===== src/rtl/mdu_iter_if.sv =====
// Issue-side bundle for the iterative multiply/divide unit.
// The execute stage drives requests through master; the unit answers through slave.
interface mdu_iter_if #(
  parameter int unsigned WIDTH = 32
);
  logic             start;
  logic [1:0]       op;
  logic [WIDTH-1:0] a;
  logic [WIDTH-1:0] b;
  logic             cancel;
  logic             busy;
  logic             done;
  logic             hilo_we;
  logic [WIDTH-1:0] hi;
  logic [WIDTH-1:0] lo;

  modport master (
    output start, op, a, b, cancel,
    input  busy, done, hilo_we, hi, lo
  );

  modport slave (
    input  start, op, a, b, cancel,
    output busy, done, hilo_we, hi, lo
  );
endinterface


===== src/rtl/mdu_iter.sv =====
// Iterative multiply/divide unit for HI/LO: one bit per cycle on operand magnitudes,
// sign fix-up in a final cycle, optional single-cycle multiply.
module mdu_iter #(
  parameter int unsigned WIDTH    = 32,
  parameter int unsigned FAST_MUL = 0
) (
  input logic       clk,
  input logic       rst,
  mdu_iter_if.slave bus
);
  localparam int unsigned CntW = $clog2(WIDTH + 1);

  typedef enum logic [1:0] {StIdle, StRun, StFix, StDone} stateT;

  stateT              stateQ;
  logic [CntW-1:0]    cntQ;
  logic               divQ;
  logic               saQ;
  logic               sbQ;
  logic [WIDTH-1:0]   maQ;
  logic [WIDTH-1:0]   mbQ;
  logic [2*WIDTH-1:0] accQ;
  logic [WIDTH-1:0]   hiQ;
  logic [WIDTH-1:0]   loQ;
  logic               busyQ;
  logic               doneQ;

  logic               isSigned;
  logic               fastPath;
  logic [WIDTH-1:0]   magA;
  logic [WIDTH-1:0]   magB;
  logic [WIDTH:0]     mulSum;
  logic [2*WIDTH-1:0] mulNext;
  logic [WIDTH:0]     divShift;
  logic [WIDTH:0]     divDiff;
  logic [2*WIDTH-1:0] divNext;
  logic [2*WIDTH-1:0] fastProd;
  logic [2*WIDTH-1:0] prodMag;
  logic [2*WIDTH-1:0] prodRes;
  logic [WIDTH-1:0]   quo;
  logic [WIDTH-1:0]   rem;
  logic [WIDTH-1:0]   rawA;
  logic [WIDTH-1:0]   hiRes;
  logic [WIDTH-1:0]   loRes;

  always_comb begin
    isSigned = ~bus.op[0];
    fastPath = (FAST_MUL != 0) && !bus.op[1];
    magA     = (isSigned && bus.a[WIDTH-1]) ? -bus.a : bus.a;
    magB     = (isSigned && bus.b[WIDTH-1]) ? -bus.b : bus.b;

    // Shift-add multiply: accumulator is {partial product, remaining multiplier bits}.
    mulSum  = {1'b0, accQ[2*WIDTH-1:WIDTH]} + (accQ[0] ? {1'b0, maQ} : '0);
    mulNext = {mulSum, accQ[WIDTH-1:1]};

    // Restoring divide: accumulator is {partial remainder, dividend/quotient bits}.
    divShift = accQ[2*WIDTH-1:WIDTH-1];
    divDiff  = divShift - {1'b0, mbQ};
    divNext  = divDiff[WIDTH] ? {divShift[WIDTH-1:0], accQ[WIDTH-2:0], 1'b0}
                              : {divDiff[WIDTH-1:0], accQ[WIDTH-2:0], 1'b1};

    fastProd = {{WIDTH{1'b0}}, maQ} * {{WIDTH{1'b0}}, mbQ};
    prodMag  = (FAST_MUL != 0) ? fastProd : accQ;
    prodRes  = (saQ ^ sbQ) ? -prodMag : prodMag;
    quo      = accQ[WIDTH-1:0];
    rem      = accQ[2*WIDTH-1:WIDTH];
    // saQ is only ever set for signed ops, so this recovers the raw dividend.
    rawA     = saQ ? -maQ : maQ;

    if (!divQ) begin
      {hiRes, loRes} = prodRes;
    end else if (mbQ == '0) begin
      loRes = '1;
      hiRes = rawA;
    end else begin
      loRes = (saQ ^ sbQ) ? -quo : quo;
      hiRes = saQ ? -rem : rem;
    end
  end

  always_ff @(posedge clk or negedge rst) begin
    if (!rst) begin
      stateQ <= StIdle;
      cntQ   <= '0;
      divQ   <= 1'b0;
      saQ    <= 1'b0;
      sbQ    <= 1'b0;
      maQ    <= '0;
      mbQ    <= '0;
      accQ   <= '0;
      hiQ    <= '0;
      loQ    <= '0;
      busyQ  <= 1'b0;
      doneQ  <= 1'b0;
    end else if (bus.cancel) begin
      stateQ <= StIdle;
      cntQ   <= '0;
      busyQ  <= 1'b0;
      doneQ  <= 1'b0;
    end else begin
      doneQ <= 1'b0;
      unique case (stateQ)
        StIdle, StDone: begin
          if (bus.start) begin
            divQ   <= bus.op[1];
            saQ    <= isSigned & bus.a[WIDTH-1];
            sbQ    <= isSigned & bus.b[WIDTH-1];
            maQ    <= magA;
            mbQ    <= magB;
            accQ   <= bus.op[1] ? {{WIDTH{1'b0}}, magA} : {{WIDTH{1'b0}}, magB};
            cntQ   <= CntW'(WIDTH);
            busyQ  <= 1'b1;
            stateQ <= fastPath ? StFix : StRun;
          end else begin
            busyQ  <= 1'b0;
            stateQ <= StIdle;
          end
        end
        StRun: begin
          accQ <= divQ ? divNext : mulNext;
          cntQ <= cntQ - CntW'(1);
          if (cntQ == CntW'(1)) begin
            stateQ <= StFix;
          end
        end
        StFix: begin
          hiQ    <= hiRes;
          loQ    <= loRes;
          busyQ  <= 1'b0;
          doneQ  <= 1'b1;
          stateQ <= StDone;
        end
        default: stateQ <= StIdle;
      endcase
    end
  end

  assign bus.busy    = busyQ;
  assign bus.done    = doneQ;
  assign bus.hilo_we = doneQ;
  assign bus.hi      = hiQ;
  assign bus.lo      = loQ;
endmodule


===== src/flat_wrapper.sv =====
// flat-port wrapper written by rule: the top's interface ports become plain ports
module mdu_iter_flat 
#(
  parameter int unsigned WIDTH    = 32,
  parameter int unsigned FAST_MUL = 0
)
  (clk, rst, bus_start, bus_op, bus_a, bus_b, bus_cancel, bus_busy, bus_done, bus_hilo_we, bus_hi, bus_lo);
  mdu_iter_if #(.WIDTH(WIDTH)) bus_i ();
  input logic clk;
  input logic rst;
  input wire logic [$bits(bus_i.start)-1:0] bus_start;
  input wire logic [$bits(bus_i.op)-1:0] bus_op;
  input wire logic [$bits(bus_i.a)-1:0] bus_a;
  input wire logic [$bits(bus_i.b)-1:0] bus_b;
  input wire logic [$bits(bus_i.cancel)-1:0] bus_cancel;
  output wire logic [$bits(bus_i.busy)-1:0] bus_busy;
  output wire logic [$bits(bus_i.done)-1:0] bus_done;
  output wire logic [$bits(bus_i.hilo_we)-1:0] bus_hilo_we;
  output wire logic [$bits(bus_i.hi)-1:0] bus_hi;
  output wire logic [$bits(bus_i.lo)-1:0] bus_lo;
  assign bus_i.start = bus_start;
  assign bus_i.op = bus_op;
  assign bus_i.a = bus_a;
  assign bus_i.b = bus_b;
  assign bus_i.cancel = bus_cancel;
  assign bus_busy = bus_i.busy;
  assign bus_done = bus_i.done;
  assign bus_hilo_we = bus_i.hilo_we;
  assign bus_hi = bus_i.hi;
  assign bus_lo = bus_i.lo;
  mdu_iter #(.WIDTH(WIDTH), .FAST_MUL(FAST_MUL)) u_core (.clk(clk), .rst(rst), .bus(bus_i));
endmodule

===== config.mk =====
export PLATFORM = sky130hd
export DESIGN_NAME = mdu_iter_flat
export DESIGN_NICKNAME = d
export VERILOG_FILES = /design/src/rtl/mdu_iter_if.sv /design/src/rtl/mdu_iter.sv /design/src/flat_wrapper.sv
export SDC_FILE = /design/constraint.sdc
export NUM_CORES = 1
export LEC_CHECK = 0
export BUFFER_PORTS_ARGS = -buffer_cell sky130_fd_sc_hd__buf_2
export CAP_MARGIN = 20
export CELL_PAD_IN_SITES_DETAIL_PLACEMENT = 1
export CELL_PAD_IN_SITES_GLOBAL_PLACEMENT = 2
export CORE_ASPECT_RATIO = 1.4
export CORE_UTILIZATION = 39
export DETAILED_ROUTE_END_ITERATION = 16
export PLACE_DENSITY_LB_ADDON = 0.1
export REMOVE_ABC_BUFFERS = 1
export SLEW_MARGIN = 15
export SYNTH_ARGS = -nofsm -noshare
export SYNTH_HDL_FRONTEND = slang
export SYNTH_SLANG_ARGS = --single-unit

===== constraint.sdc =====
create_clock -name clk -period 6.9 [get_ports clk]
set_input_delay 0.69 -clock clk [delete_from_list [all_inputs] [get_ports clk]]
set_output_delay 0.69 -clock clk [all_outputs]
set_load 0.03 [all_outputs]

# Word-level counts from Yosys, hierarchy flattened
# Index checks and enable logic that the tools add are counted.
# totals
regBits	205
input_bits	70
output_inout_bits	67
word_cells	73
# op_classes
addsub	9
eq_ne	7
muxes	28
bitwise	5
reduce_logical	12
# ops
cell	count
2-to-1 mux 32 bit	11
2-to-1 mux 64 bit	4
negation 32 bit	5
one-hot mux 64 bit (2 select lines)	1
negation 64 bit	1
adder 32 x 33 -> 33 bit	1
subtractor 33 x 32 -> 33 bit	1
logical NOT 32 bit	1
2-to-1 mux 6 bit	2
one-hot mux 6 bit (2 select lines)	1
equality test 6 x 1 -> 1 bit (second input constant)	1
one-hot mux 2 bit (3 select lines)	1
AND reduction 3 bit	2
nonzero test 3 bit	2
subtractor 6 x 1 -> 6 bit (second input constant)	1
2-to-1 mux 1 bit	5
equality test 2 bit (second input constant)	2
2-to-1 mux 2 bit	2
AND reduction 2 bit	2
!= test 3 x 2 -> 1 bit (second input constant)	1
!= test 3 bit (second input constant)	1
bitwise AND 1 bit	2
equality test 2 x 1 -> 1 bit (second input constant)	1
logical AND 1 bit	2
other kinds (7)	8

# Depth between registers and ports, before layout
# Gate-level depths: netlist of the first run.
# depth
ltp_word	6
mapped_depth	15
ltp_nobuf	15

# Worst setup path after synthesis of the first run
# No wires, ideal clock.
# synth_timing
path_type	reg2reg
from	register u_core.accQ[51]
to	register u_core.accQ[51]
setup_time_ns	0.134
t_arrival_ns	3.373
required_time_ns	6.766
path_slack_ns	3.394
path_stages_with_launch	13
n_path_buf	2
period_less_slack_ns	3.506
cell_sequence	dfrtp_1 ha_1 clkbuf_1 and3_1 a221oi_1 o21ai_0 a211o_1 a221o_1 a31o_2 a311oi_4 buf_2 mux2i_1 o21ai_0
# synth_via
elab_chain_cells	4
elab_cells_between_ends	5
classes_between	add/sub: 2; mux: 3
# synth_rtl
element	line	text
start, declared	mdu_iter.sv:22	logic [2*WIDTH-1:0] accQ;
start signal, assigned	mdu_iter.sv:110	accQ <= bus.op[1] ? {{WIDTH{1'b0}}, magA} : {{WIDTH{1'b0}}, magB};
start signal, assigned	mdu_iter.sv:120	accQ <= divQ ? divNext : mulNext;
subtractor 33 x 32 -> 33 bit	mdu_iter.sv:58	divDiff = divShift - {1'b0, mbQ};
2-to-1 mux 64 bit	mdu_iter.sv:59	divNext = divDiff[WIDTH] ? {divShift[WIDTH-1:0], accQ[WIDTH-2:0], 1'b0}
2-to-1 mux 64 bit *	mdu_iter.sv:120	
one-hot mux 64 bit (2 select lines) *	mdu_iter.sv:102	unique case (stateQ)
# Mark *: on every way between the ends. The rest lies on a longest branch, timed or not.
# A chain may end at the register's enable or synchronous reset.

# Final worst setup path of the first run
# layout_timing
from	register u_core.accQ[32]
to	register u_core.accQ[56]
# Same word-level chain as after synthesis.

==> out/qor.csv, run 1 <==
stage,metric,value,unit
status,outcome,finished with violations,
status,violations,design-rule violations,
synth,async_flop_share,1.00,
power_and_ir_drop,p_total,10700,µW
run,maxCapViolCount,0,
grt,grt_max_degree,116,
synth,yosysTopAreaCell,dfrtp_1,
timing,finClkSkew,14.5,ps
timing,rsz0062_at_grt,no,
synth,synthCells,2251,
grt,grt.total_usage,0.291,
layout,area_delta_synth_final,11.0,%
layout,multiInputGateArea,11300,µm²
synth,synthTopCellsByCount,"nand2_1 (244), nor2_1 (244), a21oi_1 (233), o21ai_0 (232), dfrtp_1 (205)",
detailed_routing,drtIter0Drc,857,
clocking,holdBufCountCts,0,
grt,grt_pass1_vias,17883,
grt,grt.busiest_layer,met2,
synth,ys.flop_type,dfrtp_1,
layout,seq_area,5130,µm²
detailed_routing,drtPass1Iterations,13,
clocking,cts.clk_slew.worst_paths,70,ps
place,postPlaceCellArea,18300,µm²
synth,synth_cell_types,78,
worst_setup_path,critical-path-max-stage-delay,540,ps
synth,ys_seq_area_frac,0.298,
place,place.gp.congestion,0.962,
place,portBuffers,136,
grt,grt_pass1_wl,103,mm
timing,finalMaxSlewViolations,0,
worst_setup_path,cpMostUsedCell,o21ai_0,
clocking,clk_latency,550,ps
timing,max_freq,0.222,GHz
layout,final_core_util,0.441,
floorplan,boundaryPins,137,
floorplan,initial_core_util,0.397,
timing,fin_setup_tns,0,ps
synth,yosys.area.top_type_share,0.298,
layout,num-nets-final,2437,
synth,yosys_warnings,0,
timing,finalSetupViolCount,0,
clocking,cts_root_buffer,clkbuf_16,
layout,drive_above_1_share,0.114,
timing,finalCriticalPeriod,4500,ps
clocking,cts_htree_levels,1,
clocking,clock_path_buffers,3,
detailed_routing,drc,4,
floorplan,rows,90,
detailed_routing,vias,17161,
layout,nFillCells,5356,
floorplan,die_h,251,µm
worst_setup_path,critPathRequiredTime,7320,ps
floorplan,die_w,180,µm
grt,gr-total-overflow,0,
grt,met3_usage,0.0286,
timing,hold_viol,0,
timing,hold_slack,213,ps
detailed_routing,ant_nets,0,
clocking,postCtsSetupBuffers,0,
detailed_routing,wl,66.0,mm
power_and_ir_drop,powerDensity,560,nW/µm²
layout,final_area,19100,µm²
grt,grt_use_met2,0.519,
synth,yosys-top-cells-area,"dfrtp_1 (30%), a21oi_1 (6.8%), o21ai_0 (6.7%), nand2_1 (5.3%), nor2_1 (5.3%)",
timing,finalCritPeriodShare,0.652,
detailed_routing,wl_per_cell,23.1,µm
layout,num_antenna_cells,0,
power_and_ir_drop,ir_drop,0.000301,V
synth,syn_area_per_cell,7.65,µm²
worst_setup_path,crit_arrival,4910,ps
worst_setup_path,cp_max_fo,13,
clocking,clock_sinks,205,
clocking,cts_resized,0,
worst_setup_path,cp_cell_sequence,inv_1 -> fa_1 -> nor2b_1 -> o31ai_1 -> a21oi_1 -> o21ai_0 -> a211oi_1 -> a311oi_1 -> a311oi_4 -> buf_4 -> mux2i_1 -> a2bb2oi_1 -> o21ai_0,
clocking,cts_tree,done,
floorplan,die_area,45000,µm²
floorplan,core_area,43400,µm²
timing,relSlewSlack,0.248,
synth,syn-cell-area,17200,µm²
timing,tightest_slew,1130,ps
worst_setup_path,path_class,reg2reg,
clocking,cts_buffers,25,
place,dpl.hpwl,49.5,mm
worst_setup_path,critPathSlowestCell,dfrtp_1,
worst_hold_path,hold_class,in2async,
worst_setup_path,crit_path_end_kind,flop,
synth,synth-seq-cells,205,
power_and_ir_drop,p_leak,0.00842,µW
worst_setup_path,worstSetupStartpointType,flop,
worst_setup_path,cp_top_family,compound AO/OA/AOI/OAI gates,
detailed_routing,vias_per_cell,6.01,
grt,antenna_found_initial,1,
worst_setup_path,cp_num_buf_inv,2,
grt,use_met1,0.360,
synth,synth_edf_count,0,
[state kept, by name, indices dropped and copies added (netlist names)]
register / count
u_core.maQ: 32
u_core.cntQ: 6
u_core.bus.busy: 1
u_core.bus.done: 1
u_core.stateQ: 2
u_core.mbQ: 32
u_core.bus.hi: 32
u_core.sbQ: 1
u_core.saQ: 1
u_core.accQ: 64
u_core.bus.lo: 32
u_core.divQ: 1
[path summary, 6_finish.rpt]
check	startpoint	to	slack [ps]	depth (start not counted)
max	u_core.accQ[32]$_DFFE_PN0P_	u_core.accQ[56]$_DFFE_PN0P_	2400	13
min reg2reg	u_core.bus.hi[17]$_DFFE_PN0P_	u_core.bus.hi[17]$_DFFE_PN0P_	460	2
min	rst	u_core.bus.hi[10]$_DFFE_PN0P_	210	1
max reg2reg	u_core.accQ[32]$_DFFE_PN0P_	u_core.accQ[56]$_DFFE_PN0P_	2400	13
max in group asynchronous	rst	u_core.accQ[16]$_DFFE_PN0P_	5230	2
min in group clk	u_core.bus.hi[17]$_DFFE_PN0P_	u_core.bus.hi[17]$_DFFE_PN0P_	460	2
[worst reg2reg max path, cell delays in order, from the launching register on]
cell and delay [ps]:
dfrtp_1 540, inv_1 260, fa_1 500, nor2b_1 220
o31ai_1 140, a21oi_1 290, o21ai_0 280, a211oi_1 540
a311oi_1 260, a311oi_4 470, buf_4 350, mux2i_1 240
a2bb2oi_1 190, o21ai_0 100
[layer usage]
layer,vias up,wire length [µm]
met4,0,2090
met3,113,2510
met2,431,32700
li1,8132,-
met5,-,0
met1,8485,28700
[per-stage QoR]
step	instances	worst slack [ps]
final	2856	2400
after global routing	2856	2200
after CTS	2853	2000
after detailed placement	2814	2010
after global placement	2814	2270
after floorplan	2099	2960
[logic make-up after synthesis]
kind of cell	after synthesis	synth area share
AND/OR/NAND/NOR	795	0.216
AO/OA/AOI/OAI	729	0.255
buffers and inverters	214	0.0479
flip-flops	205	0.298
XOR/XNOR	178	0.0905
adder cells (fa/ha/maj)	75	0.0553
multiplexers	55	0.0373
[cell usage in the layout, fill, tap and decap left out, types with 35 or more instances in the layout]
cell / count
inv_1: 61
a21oi_1: 233
buf_2: 135
xnor2_1: 95
nand2_1: 244
xor2_1: 81
o21ai_0: 232
nor2_1: 241
nor3_1: 53
and2_1: 39
ha_1: 72
dfrtp_1: 203
a31oi_1: 35
a211oi_1: 37
[final cells by class]
class / count / area share
Tap cell: 552 / 0.0361
Inverter: 62 / 0.0122
Clock inverter: 7 / 0.00720
Clock buffer: 32 / 0.0357
Timing Repair Buffer: 166 / 0.0486
Multi-Input combinational cell: 1832 / 0.592
Sequential cell: 205 / 0.269
[power breakdown]
group / internal (µW) / total (µW) / leakage [µW] / switching (µW)
registers: 1730 / 2590 / 0.00253 / 852
logic: 2470 / 6730 / 0.00549 / 4260
clock network: 836 / 1390 / 0.000399 / 549
No activity file was read; power rests on OpenSTA's default activity.
==> run 2: changes to the inputs <==
--- a/config.mk
+++ b/config.mk
@@ -10,7 +10,7 @@
 export CELL_PAD_IN_SITES_DETAIL_PLACEMENT = 1
 export CELL_PAD_IN_SITES_GLOBAL_PLACEMENT = 2
 export CORE_ASPECT_RATIO = 1.4
-export CORE_UTILIZATION = 39
+export CORE_UTILIZATION = 36
 export DETAILED_ROUTE_END_ITERATION = 16
 export PLACE_DENSITY_LB_ADDON = 0.1
 export REMOVE_ABC_BUFFERS = 1
==> constraint.sdc (replaced) <==
create_clock -name clk -period 4.71 [get_ports clk]
set_input_delay 0.471 -clock clk [delete_from_list [all_inputs] [get_ports clk]]
set_output_delay 0.471 -clock clk [all_outputs]
set_load 0.03 [all_outputs]
==> out/qor.csv, run 2 (same netlist as run 1, synthesis figures left out) <==
stage,metric,value,unit,change
status,outcome,finished with violations,,
status,violations,negative hold slack,,
clocking,cts_buffers,26,,+4.0%
power_and_ir_drop,powerDensity,818,nW/µm²,+46%
detailed_routing,wl,66.5,mm,+0.75%
clocking,clock_sinks,205,,unchanged
timing,finalMaxSlewViolations,0,,unchanged
worst_setup_path,critPathRequiredTime,5170,ps,-2150 ps
place,dpl.hpwl,51.5,mm,+4.0%
timing,relSlewSlack,0.300,,+0.0517
layout,regMostFlops,u_core.accQ,,
timing,max_freq,0.243,GHz,+9.1%
timing,finClkSkew,24.4,ps,+9.89 ps
clocking,cts_root_buffer,clkbuf_16,,
worst_setup_path,crit_arrival,4580,ps,-330 ps
detailed_routing,vias_per_cell,5.73,,-4.6%
place,portBuffers,136,,unchanged
floorplan,core_area,47200,µm²,+8.8%
layout,nFillCells,5759,,+7.5%
timing,hold_viol,24,,+24
power_and_ir_drop,pwr-share-comb,0.622,,-0.007
timing,fin_setup_tns,0,ps,unchanged
worst_setup_path,path_class,reg2reg,,
power_and_ir_drop,clkPwrFrac,0.141,,+0.012
worst_setup_path,worstSetupStartpointType,flop,,
clocking,postCtsSetupBuffers,0,,unchanged
floorplan,die_h,261,µm,+4.1%
grt,grt_max_degree,135,,+16%
clocking,cts_tree,done,,
run,maxCapViolCount,0,,unchanged
clocking,clock_path_buffers,3,,unchanged
clocking,clk_latency,570,ps,+20 ps
detailed_routing,drtIter0Drc,734,,-14%
floorplan,die_area,48700,µm²,+8.3%
timing,rsz0062_at_grt,no,,
worst_setup_path,r2r-start,u_core.accQ[32]$_DFFE_PN0P_,,
power_and_ir_drop,power.internal,7620,µW,+51%
clocking,cts_htree_levels,1,,unchanged
worst_setup_path,cp_max_fo,31,,+18
detailed_routing,vias,16961,,-1.2%
detailed_routing,ant_nets,0,,unchanged
power_and_ir_drop,power_switching_share,0.523,,-0.00582
worst_setup_path,crit_path_end_kind,flop,,
timing,hold_slack,-13.9,ps,-227 ps
layout,area_delta_synth_final,13.4,%,
timing,finalCriticalPeriod,4120,ps,-374 ps
power_and_ir_drop,seq_power_share,0.237,,-0.005
power_and_ir_drop,p_leak,0.00860,µW,+2.1%
clocking,holdBufCountCts,0,,unchanged
place,place.gp.congestion,0.906,,-5.9%
layout,num-nets-final,2459,,+0.90%
worst_setup_path,rr_worst_depth,12,,-1
layout,layout_commonest_cell,nand2_1,,
grt,grt_pass1_vias,17770,,-0.63%
grt,antenna_found_initial,3,,+2
layout,largest_reg_flops,64,,unchanged
grt,gr-total-overflow,0,,unchanged
floorplan,rows,94,,+4.4%
power_and_ir_drop,p_sw,8350,µW,+48%
timing,tightest_slew,1040,ps,-85.4 ps
floorplan,boundaryPins,137,,unchanged
worst_hold_path,hold_class,in2async,,
worst_setup_path,r2r_end,u_core.accQ[45]$_DFFE_PN0P_,,
grt,grt.total_usage,0.272,,-0.0192
power_and_ir_drop,ir_drop,0.000338,V,+12%
detailed_routing,drc,0,,-4
detailed_routing,drtPass1Iterations,5,,-8
floorplan,initial_core_util,0.365,,-0.0321
layout,drive_above_1_share,0.125,,+0.0110
layout,final_cell_mix,"nand2_1 (244), nor2_1 (242), a21oi_1 (233), o21ai_0 (232), dfrtp_1 (203)",,
floorplan,die_w,187,µm,+4.0%
detailed_routing,wl_per_cell,22.5,µm,-2.8%
timing,finalCritPeriodShare,0.875,,+0.224
clocking,cts_resized,0,,unchanged
worst_setup_path,rrSetupSlack,590,ps,-1820 ps
clocking,cts.clk_slew.worst_paths,60,ps,about the same
timing,finalSetupViolCount,0,,unchanged
grt,grt_pass1_wl,104,mm,+0.91%
run 2: changes by cell type in the layout (fill, tap and decap cells not counted), sizes merged:
| cell | before | now |
|---|---|---|
| buf | 165 | 187 |
| bufinv | 4 | 5 |
| clkbuf | 33 | 34 |
| clkinv | 2 | 6 |
| clkinvlp | 1 | 3 |
| diode | 0 | 1 |
run 2: power by group through the flow:
stage,combinational (µW),clock (µW),sequential (µW)
after floorplan,6380,0,3930
after global placement,9740,0,3750
after detailed placement,9900,0,3790
after CTS,9960,2310,3770
after global routing,11000,2360,3920
final,9940,2250,3790
run 2: cell type report:
class	instances	area, µm²	area share
antenna	1	2.50	0.000128
clock buffer	34	732	0.0375
clock inverter	14	214	0.0109
inverter	62	233	0.0119
multi-input combinational	1832	11300	0.579
sequential	205	5130	0.263
tap	624	781	0.0400
timing repair buffer	187	1130	0.0579
run 2: metal layers:
| layer | GRT usage | routed length (µm) | up-vias |
|---|---|---|---|
| li1 | - | - | 8192 |
| met1 | 0.335 | 29200 | 8358 |
| met2 | 0.496 | 33300 | 305 |
| met3 | 0.0234 | 1970 | 104 |
| met4 | 0.0895 | 1990 | 2 |
| met5 | 0 | 13 | - |
run 2: worst max path at each step:
stage                           startpoint                       endpoint
2_1_floorplan    u_core.mbQ[1]$_DFFE_PN0P_  u_core.bus.hi[10]$_DFFE_PN0P_
3_3_place_gp   u_core.accQ[32]$_DFFE_PN0P_    u_core.accQ[55]$_DFFE_PN0P_
3_5_place_dp   u_core.accQ[32]$_DFFE_PN0P_    u_core.accQ[55]$_DFFE_PN0P_
4_1_cts        u_core.accQ[32]$_DFFE_PN0P_    u_core.accQ[45]$_DFFE_PN0P_
5_1_grt        u_core.accQ[32]$_DFFE_PN0P_    u_core.accQ[45]$_DFFE_PN0P_
6_report       u_core.accQ[32]$_DFFE_PN0P_    u_core.accQ[45]$_DFFE_PN0P_
run 2: through the flow:
step / cell area [µm²] / worst slack (ps) / total power, µW / utilization / std cells
final: 19500 / 588 / 16000 / 0.414 / 2959
after floorplan: 16600 / 773 / 10300 / - / 2099
after CTS: 19500 / 541 / 16000 / 0.414 / 2956
after global routing: 19500 / 203 / 17300 / 0.414 / 2958
after detailed placement: 18600 / 573 / 13700 / 0.394 / 2908
after global placement: 18600 / 745 / 13500 / 0.394 / 2908
run 2: critical path, stage by stage (launching register included):
cell and delay (ps):
dfrtp_1 520, inv_1 240, fa_1 470, nor2b_1 210, o31ai_1 130, a21oi_1 260, o21ai_0 260, a211oi_1 520
a311oi_1 250, a311o_1 450, buf_12 220, o31a_1 300, o221ai_1 170
==> run 3: changes to the inputs <==
--- a/config.mk
+++ b/config.mk
@@ -12,7 +12,7 @@
 export CORE_ASPECT_RATIO = 1.4
 export CORE_UTILIZATION = 36
 export DETAILED_ROUTE_END_ITERATION = 16
-export PLACE_DENSITY_LB_ADDON = 0.1
+export PLACE_DENSITY = 0.89
 export REMOVE_ABC_BUFFERS = 1
 export SLEW_MARGIN = 15
 export SYNTH_ARGS = -nofsm -noshare
==> out/qor.csv, run 3 (same netlist as run 1, synthesis figures left out) <==
stage,metric,value,unit,change
detailed_routing,wl_per_cell,22.8,µm,+1.6%
floorplan,die_area,48700,µm²,unchanged
layout,layout_commonest_cell,nand2_1,,
grt,grt_pass1_wl,104,mm,+0.42%
layout,area_delta_synth_final,12.0,%,
clocking,cts_buffers,24,,-7.7%
grt,grt_pass1_vias,17867,,+0.55%
worst_setup_path,crit_arrival,4710,ps,+130 ps
status,outcome,finished with violations,,
timing,setup_ws,433,ps,-155 ps
layout,multiInputGateArea,11300,µm²,about the same
layout,drive_above_1_share,0.117,,-0.00790
detailed_routing,ant_nets,0,,unchanged
worst_setup_path,worstSetupStartpointType,flop,,
clocking,holdBufCountCts,0,,unchanged
grt,antenna_found_initial,1,,-2
power_and_ir_drop,ir_drop,0.000319,V,-5.5%
run,maxCapViolCount,0,,unchanged
detailed_routing,routed.top_layer,met4,,
layout,final_core_util,0.409,,-0.00528
clocking,cts.clk_slew.worst_paths,60,ps,about the same
timing,finClkSkew,18.4,ps,-6.03 ps
clocking,cts_htree_levels,1,,unchanged
timing,finalCriticalPeriod,4280,ps,+155 ps
floorplan,rows,94,,unchanged
detailed_routing,met3_length,2.98,mm,+51%
floorplan,die_h,261,µm,unchanged
layout,nFillCells,5796,,+0.64%
timing,relSlewSlack,0.225,,-0.0748
layout,final_cell_mix,"nand2_1 (244), nor2_1 (242), a21oi_1 (233), o21ai_0 (232), dfrtp_1 (203)",,
place,place.gp.congestion,0.961,,+6.1%
grt,grt_max_degree,135,,unchanged
place,portBuffers,136,,unchanged
detailed_routing,drtPass1Iterations,5,,unchanged
clocking,clock_path_buffers,3,,unchanged
layout,largest_reg_flops,64,,unchanged
detailed_routing,vias_per_cell,5.90,,+2.9%
place,dpl.hpwl,50.5,mm,-1.9%
layout,regMostFlops,u_core.accQ,,
timing,finalCritPeriodShare,0.908,,+0.0329
timing,fin_setup_tns,0,ps,unchanged
clocking,cts_resized,0,,unchanged
layout,num-nets-final,2441,,-0.73%
place,dp_slack,509,ps,-63.6 ps
detailed_routing,drc,0,,unchanged
layout,seq_area,5130,µm²,unchanged
worst_setup_path,path_class,reg2reg,,
clocking,cts_root_buffer,clkbuf_16,,
clocking,clock_sinks,205,,unchanged
timing,tightest_slew,1160,ps,+122 ps
worst_setup_path,crit_path_end_kind,flop,,
floorplan,core_area,47200,µm²,unchanged
timing,rsz0062_at_grt,no,,
worst_setup_path,cp_max_fo,9,,-71%
detailed_routing,wl,67.0,mm,+0.77%
grt,gr-total-overflow,0,,unchanged
power_and_ir_drop,p_leak,0.00846,µW,-1.6%
grt,grt.total_usage,0.271,,about the same
power_and_ir_drop,p_total,15800,µW,-1.1%
detailed_routing,drt-met1-wl,28.2,mm,-3.6%
timing,max_freq,0.234,GHz,-3.6%
floorplan,boundaryPins,137,,unchanged
floorplan,initial_core_util,0.365,,unchanged
status,violations,negative hold slack,,
worst_hold_path,hold_class,in2async,,
timing,hold_slack,-31.1,ps,-17.2 ps
detailed_routing,vias,17323,,+2.1%
timing,finalSetupViolCount,0,,unchanged
power_and_ir_drop,powerDensity,820,nW/µm²,+0.23%
clocking,clk_latency,550,ps,-20 ps
clocking,cts_tree,done,,
worst_setup_path,critPathRequiredTime,5140,ps,-30 ps
clocking,postCtsSetupBuffers,0,,unchanged
detailed_routing,drtIter0Drc,1118,,+52%
floorplan,die_w,187,µm,unchanged
timing,hold_viol,6,,-75%
detailed_routing,dr_wl_met2,32.9,mm,-1.3%
timing,finalMaxSlewViolations,0,,unchanged
layout,num_antenna_cells,0,,-1
[run 3: cell types whose count changed in the layout (fill, tap and decap cells not counted), sizes merged]
| cell | before | now |
|---|---|---|
| bufinv | 5 | 3 |
| clkinvlp | 3 | 2 |
| clkinv | 6 | 7 |
| diode | 1 | 0 |
| inv | 62 | 63 |
| clkbuf | 34 | 29 |
| buf | 187 | 171 |
[run 3: stage by stage]
step | hold slack (ps) | cells | instance area, µm²
CTS | 41.5 | 2936 | 19300
global route | 62.1 | 2936 | 19300
finish | -31.1 | 2936 | 19300
global placement | 454 | 2894 | 18500
detailed placement | 470 | 2894 | 18500
floorplan | 175 | 2099 | 16600
[run 3: worst paths after layout]
check,start,endpoint,slack [ps],depth (start not counted)
worst min-delay path,rst,u_core.bus.lo[2]$_DFFE_PN0P_,-30,1
worst max-delay path,u_core.accQ[32]$_DFFE_PN0P_,u_core.bus.hi[28]$_DFFE_PN0P_,430,11
worst min register to register,u_core.bus.hi[9]$_DFFE_PN0P_,u_core.bus.hi[9]$_DFFE_PN0P_,470,2
worst max register to register,u_core.accQ[32]$_DFFE_PN0P_,u_core.bus.hi[28]$_DFFE_PN0P_,430,11
max in group asynchronous,rst,u_core.accQ[40]$_DFFE_PN0P_,3680,2
min in group clk,bus_cancel,u_core.stateQ[1]$_DFFE_PN0P_,180,2
[run 3: report_power, final]
part	leakage, µW	switching [µW]	internal [µW]	total (µW)
clock network	0.000394	819	1150	1970
registers	0.00253	1300	2540	3840
logic	0.00554	6350	3660	10000
[run 3: worst max-delay path, cell delays in order, from the launching register on]
cell	delay [ps]
dfrtp_1	500
inv_1	280
ha_1	340
nor2b_1	280
nand4_1	310
or2_2	520
or3_1	490
nor3_1	630
a311oi_1	240
a311o_1	360
nand2_1	140
a21oi_1	80
[run 3: metal layers]
| metal | vias up | GRT usage |
|---|---|---|
| met1 | 8553 | 0.333 |
| met3 | 126 | 0.0285 |
| li1 | 8151 | - |
| met2 | 493 | 0.478 |
| met4 | 0 | 0.125 |
| met5 | - | 0 |
[run 3: cell type report]
type                            count  share of cell area
Multi-Input combinational cell   1832               0.587
Tap cell                          624              0.0405
Sequential cell                   205               0.266
Clock buffer                       29              0.0337
Timing Repair Buffer              171              0.0527
Inverter                           62              0.0121
Clock inverter                     13             0.00791
